### src/rtl/addac_seq.sv
// Job sequencer for the addac accumulator: streams a counted burst of
// operands into addac and returns the final sum with a sticky carry flag.
module addac_seq #(
    parameter int W    = 4,
    parameter int MAXN = 8,
    localparam int CW  = $clog2(MAXN + 1)
) (
    input  logic          clk,
    input  logic          rst,
    input  logic          start,
    input  logic [CW-1:0] n,
    input  logic          sub,
    input  logic          in_valid,
    input  logic [W-1:0]  in_data,
    output logic          in_ready,
    output logic [W-1:0]  a,
    output logic          sel0,
    output logic          sel1,
    input  logic [W-1:0]  s,
    input  logic          cout,
    output logic          busy,
    output logic          done,
    output logic [W-1:0]  res,
    output logic          ovf
);

    typedef enum logic [2:0] {
        IDLE,
        FIRST,
        ACC,
        DRAIN,
        DONE
    } state_t;

    state_t        state_q;
    logic [CW-1:0] cnt_q;
    logic          sub_q;
    logic          acc_ovf_q;
    logic          chk_q;
    logic [W-1:0]  res_q;
    logic          ovf_q;
    logic          done_q;
    logic          busy_q;

    logic          hs;
    logic          last;
    logic          n_ok;
    logic [1:0]    op;

    assign in_ready = (state_q == FIRST) || (state_q == ACC);
    assign hs       = in_valid && in_ready;
    assign last     = (cnt_q == CW'(1));
    assign n_ok     = (n != '0) && (n <= CW'(MAXN));

    always_comb begin
        a  = '0;
        op = 2'b00;
        if (hs) begin
            a  = in_data;
            op = (state_q == FIRST) ? 2'b01 : {1'b1, sub_q};
        end
    end

    assign {sel1, sel0} = op;

    // chk_q marks the cycle after an add/sub, when addac's cout is fresh
    always_ff @(posedge clk or negedge rst) begin
        if (!rst) begin
            state_q   <= IDLE;
            cnt_q     <= '0;
            sub_q     <= 1'b0;
            acc_ovf_q <= 1'b0;
            chk_q     <= 1'b0;
            res_q     <= '0;
            ovf_q     <= 1'b0;
            done_q    <= 1'b0;
            busy_q    <= 1'b0;
        end else begin
            done_q <= 1'b0;
            chk_q  <= 1'b0;
            if (chk_q && cout) begin
                acc_ovf_q <= 1'b1;
            end
            unique case (state_q)
                IDLE: begin
                    if (start && n_ok) begin
                        cnt_q   <= n;
                        sub_q   <= sub;
                        busy_q  <= 1'b1;
                        state_q <= FIRST;
                    end
                end
                FIRST: begin
                    if (hs) begin
                        cnt_q     <= cnt_q - CW'(1);
                        acc_ovf_q <= 1'b0;
                        state_q   <= last ? DRAIN : ACC;
                    end
                end
                ACC: begin
                    if (hs) begin
                        cnt_q <= cnt_q - CW'(1);
                        chk_q <= 1'b1;
                        if (last) begin
                            state_q <= DRAIN;
                        end
                    end
                end
                DRAIN: begin
                    res_q   <= s;
                    ovf_q   <= acc_ovf_q || (chk_q && cout);
                    done_q  <= 1'b1;
                    state_q <= DONE;
                end
                DONE: begin
                    busy_q  <= 1'b0;
                    state_q <= IDLE;
                end
                default: begin
                    state_q <= IDLE;
                end
            endcase
        end
    end

    assign res  = res_q;
    assign ovf  = ovf_q;
    assign done = done_q;
    assign busy = busy_q;

endmodule
### config.mk
export PLATFORM = sky130hd
export DESIGN_NAME = addac_seq
export DESIGN_NICKNAME = d
export VERILOG_FILES = /design/src/rtl/addac_seq.sv
export SDC_FILE = /design/constraint.sdc
export NUM_CORES = 1
export LEC_CHECK = 0
export CAP_MARGIN = 10
export CORE_UTILIZATION = 46
export CTS_BUF_LIST = sky130_fd_sc_hd__clkbuf_8
export CTS_CLUSTER_SIZE = 16
export DETAILED_ROUTE_END_ITERATION = 12
export GPL_ROUTABILITY_DRIVEN = 0
export PLACE_DENSITY = 0.81
export SYNTH_ARGS = -nofsm -noshare
export SYNTH_HDL_FRONTEND = slang
export SYNTH_SLANG_ARGS = --single-unit
export TNS_END_PERCENT = 20
### constraint.sdc
create_clock -name clk -period 1.94 [get_ports clk]
set_clock_uncertainty 0.1 [all_clocks]
set_input_delay 0.291 -clock clk [delete_from_list [all_inputs] [get_ports clk]]
set_output_delay 0.291 -clock clk [all_outputs]
set_load 0.02 [all_outputs]
-- Word level (Yosys, flattened, before mapping)
Cells that the tools add are included.
- register bits: 17
- add/subtract/negate cells: 1
- muxes and demuxes: 20
- eq/ne operators: 10
- order comparisons: 1
- reduce and logical (&&, ||, !) cells: 15
- operators by type and width (operator ; number):
    $mux W3 ; 4
    $mux W4 ; 3
    $pmux W3 S4 ; 1
    $mux W1 ; 8
    $ne A2 B2 Y1 const B ; 4
    $pmux W4 S2 ; 1
    $eq A3 B2 Y1 const B ; 2
    $eq A4 B1 Y1 const B ; 1
    $le A4 B4 Y1 const B ; 1
    $logic_and A1 B1 Y1 ; 4
    $mux W2 ; 2
    $reduce_and A2 Y1 ; 2
    $reduce_and A4 Y1 ; 1
    $reduce_bool A2 Y1 ; 2
    $reduce_bool A4 Y1 ; 1
    $sub A4 B1 Y4 const B ; 1
    $eq A3 B1 Y1 const B ; 1
    $eq A3 B3 Y1 const B ; 1
    $logic_not A3 Y1 ; 1
    $reduce_and A3 Y1 ; 1
    $logic_or A1 B1 Y1 ; 2
    $ne A2 B1 Y1 const B ; 1
    $pmux W1 S2 ; 1
    $reduce_or A2 Y1 ; 1

-- Logic depth before layout (Yosys ltp)
- depth after elaboration: 5
- depth in mapped cells: 5
- mapped depth without buffers: 5

-- Worst setup path before layout
OpenSTA, ideal clock, no wires.
- path type: register -> register
- start: register state_q[0]
- end: register cnt_q[2]
- data arrival time: 1.441 ns
- cell stages (with the launch flop): 6
- clock period less this slack: 1.660 ns
- path buffers: 1
- path slack: 0.280 ns
- data required time: 1.722 ns
- cell sequence: dfrtp_1 -> buf_2 -> nand2b_4 -> a21oi_2 -> mux2i_1 -> o2bb2a_4
- word-level cells in the longest chain between the ends: 5
- elaborated cells on any way between the ends: 11
- classes of those cells: eq/ne: 4; mux: 1; reduce/logical: 6
- ends and longest elaborated chain (item ; RTL line ; text):
    start, declared ; 35 ; state_t state_q;
    start signal, assigned ; 97 ; state_q <= last ? DRAIN : ACC;
    $eq A3 B1 Y1 or $eq A3 B2 Y1 (tied branches) ; 50 ; assign in_ready = (state_q == FIRST) || (state_q == ACC);
    $logic_or A1 B1 Y1 (*) ; 50 ;
    named net in_ready ; 15 ; output logic in_ready,
    $logic_and A1 B1 Y1 (*) ; 51 ; assign hs = in_valid && in_ready;
    $ne A2 B1 Y1 (no line) (*) ; n/a ;
    $reduce_and A3 Y1 (no line) (*) ; n/a ;
    end signal, assigned ; 87 ; cnt_q <= n;
    end signal, assigned ; 95 ; cnt_q <= cnt_q - CW'(1);
    end signal, assigned ; 102 ; cnt_q <= cnt_q - CW'(1);
    end, declared ; 36 ; logic [CW-1:0] cnt_q;
Mark *: on every way through the listed nets, which the timed path passes. The rest lies on a longest branch.
A chain may end at the register's enable or synchronous reset.

-- Final worst setup path
- start: input port in_valid
- end: output port a[0]
- word-level cells in the longest chain between the ends: 2
- ends and longest elaborated chain (item ; RTL line ; text):
    start, declared ; 13 ; input logic in_valid,
    $logic_and A1 B1 Y1 ; 51 ;
    $mux W4 ; 58 ; if (hs) begin
    end, declared ; 16 ; output logic [W-1:0] a,
No other way between the ends.

==> impl_metrics.ini <==
[logic_synthesis]
synth_top_family_by_area = simple AND/OR/NAND/NOR gates
synth_top_area_share = 0.461
synth_area_leader_cell = dfrtp_1
synth_area_leaders = dfrtp_1 (46%), nand2_1 (7.3%), mux2i_1 (4.3%)
muxShareOfSynthArea = 0.0556
yosys_warnings = 0
synth_xor_area_frac = 0
synth_cell_type_count = 29
ys_seq_area_frac = 0.461
syn_area_per_cell_um2 = 10.0
yosys.area_share.adder = 0.0271
yosys.area_share.simple = 0.256
synth_compound_area_frac = 0.161
ys_ff_latch = 17
synthCells = 92
synthesis.nets = 112
synth.cell_area_um2 = 923

[timing]
hold_viol = 0
fin_tns_setup_ps = 0
setup_slack_ps = 30.3
tightestPinTransition_ps = 314
period_minus_slack_ps = 1910
fin_crit_sh = 0.984
rsz0062_at_grt = yes
setup-violations-final = 0
hold_slack_ps = 269
drv_slew = 0
slew_headroom = 0.790
fmax_mhz = 524

[layout]
diodes = 0
final_core_util = 0.762
drive_gt1_frac = 0.232
multi_input_area_um2 = 462
synthToLayoutAreaGrowth_pct = 48.6
final_nets = 159
fillers = 130
fin_cells = 163
ff_latch_area_um2 = 427
final_cell_area_um2 = 1370

[route]
maxUsedRoutingLayer = met4
dr_total_vias = 819
drtPass1Iterations = 7
drtIter0Drc = 20
wl_met1_um = 981
met2_length_um = 1140
drc_errors = 0
viasPerCell = 5.02
wl_met3_um = 100
post_drt_wl_per_cell_um = 13.9
finalWirelength_um = 2260
ant_nets = 0

[global_routing]
antenna_found_initial = 0
grt_pass1_vias = 817
track_usage = 0.244
grt_max_degree = 18
grt_pass1_wl_um = 3640
grt_overflow_total = 0

[critical_path]
r2r_slack_ps = 230
crit_required_ps = 1550
endpoint_kind = output port
path_class = in2out
r2r_end = cnt_q[2]
cp-startpoint = in_valid
cp_cell_sequence = clkdlybuf4s50_1, nand2b_1, a21oi_2, and2_1, clkdlybuf4s15_1
worst_ep_arrival_time_ps = 1520
reg2reg_depth = 6
rr_startpoint = state_q[1]
critical_path.slowest_cell = clkdlybuf4s50_1
critPathMaxFanout = 5
crit_path_end = a[0]
critPathMaxStageDelay_ps = 510
startpoint_type = input port

[floorplanning]
dieArea_um2 = 2190
die_width_um = 46.8
row_count = 15
fp.dieH_um = 46.8
start_util = 0.513
core_um2 = 1800
num_io_pins = 32

[cts]
clock_latency_ps = 250
cts_buffers = 3
h-tree-depth = 1
clk_pin_slew_worst_paths_ps = 70
root_buffer = clkbuf_8
clock-sinks = 17
cts_tree = done
cts_buffer_depth = 2
post-cts-setup-buffers = 0
ctsHoldBuffers = 0

[hold_path]
hold_class = in2async

[job]
cap_viol_max_count = 0

[power_and_ir_drop]
power_mw = 1.94
max-vdd-ir-drop_mv = 0.834
powerDensity_nw_per_um2 = 1410
p_leak_nw = 0.641

[placement]
dp.cells = 159
dp_hpwl_um = 1780
dpl_cell_area_um2 = 1350
dpl_worst_slack_ps = -293
numPortBuffers = 31

[run_status]
run_status = finished, final reports clean
==> power breakdown <==
group / internal (mW) / switching, mW
sequential: 0.510 / 0.106
combinational: 0.521 / 0.545
clock: 0.140 / 0.117
==> worst max-delay path, delay by kind of cell <==
| family | cells | cell delay, ps |
|---|---|---|
| AND/OR/NAND/NOR | 2 | 250 |
| buffers and inverters | 2 | 800 |
| AO/OA/AOI/OAI | 1 | 170 |
==> synthesized netlist by cell type <==
| cell | number |
|---|---|
| nand2_1 | 18 |
| dfrtp_1 | 17 |
| inv_1 | 7 |
| a21oi_1 | 5 |
| nor2_1 | 5 |
| and2_1 | 4 |
| mux2i_1 | 4 |
| a21oi_2 | 2 |
| a31oi_1 | 2 |
| buf_2 | 2 |
| ha_1 | 2 |
| nand2b_1 | 2 |
| nand2b_4 | 2 |
| nand3_1 | 2 |
| nand3b_1 | 2 |
| nor2b_1 | 2 |
| o21ai_0 | 2 |
| a21o_1 | 1 |
| a221oi_2 | 1 |
| a22oi_1 | 1 |
| mux2_1 | 1 |
| nand3_2 | 1 |
| nand4_4 | 1 |
| nor3_1 | 1 |
| o221a_1 | 1 |
| o2bb2a_4 | 1 |
| o31ai_2 | 1 |
| o32a_1 | 1 |
| or4_4 | 1 |
==> layout by cell type, fill, tap and decap left out, drive strengths merged, types with 2 or more instances in the layout <==
cell	Yosys	layout
nor2	5	5
ha	2	2
a21oi	7	7
nand3	3	3
nor2b	2	2
o21ai	2	2
mux2i	4	4
nand2	18	18
nand3b	2	2
nand2b	4	4
a31oi	2	2
inv	7	8
clkdlybuf4s50	0	24
and2	4	4
buf	2	14
dfrtp	17	17
clkbuf	0	7
==> state kept, by name (all words and copies together), names as in the netlist <==
register   cells
cnt_q          4
res            4
state_q        3
acc_ovf_q      1
busy           1
chk_q          1
done           1
ovf            1
sub_q          1
==> layer usage <==
layer	GRT usage	vias to the layer above
li1	-	406
met1	0.315	382
met2	0.386	27
met3	0.0577	4
met4	0.114	0
met5	0	-
==> worst min path at each step <==
stage	start	end	slack (ps)
2_1_floorplan	rst	acc_ovf_q	-100
3_3_place_gp	res[2]	res[2]	360
3_5_place_dp	res[3]	res[3]	370
4_1_cts	rst	cnt_q[0]	270
5_1_grt	rst	cnt_q[0]	290
6_report	rst	cnt_q[3]	270
==> kinds of logic after synthesis <==
group	after synthesis
and+or+nand+nor	41
muxes	5
DFF	17
AOI/OAI and AO/OA	18
adders and majority gates	2
buffers and inverters	9
==> cell type report <==
type                            instances  area share
Inverter                                7      0.0191
Tap cell                               25      0.0228
Clock buffer                            3      0.0301
Clock inverter                          1     0.00273
Multi-Input combinational cell         66       0.336
Timing Repair Buffer                   44       0.278
Sequential cell                        17       0.311
==> repair_timing <==
item,in CTS,in global routing
hold endpoints to repair,0,0
endpoints found under the setup margin,7,6
pin swaps,0,0
gates resized for setup,12,8
(Power assumes the default switching activity.)
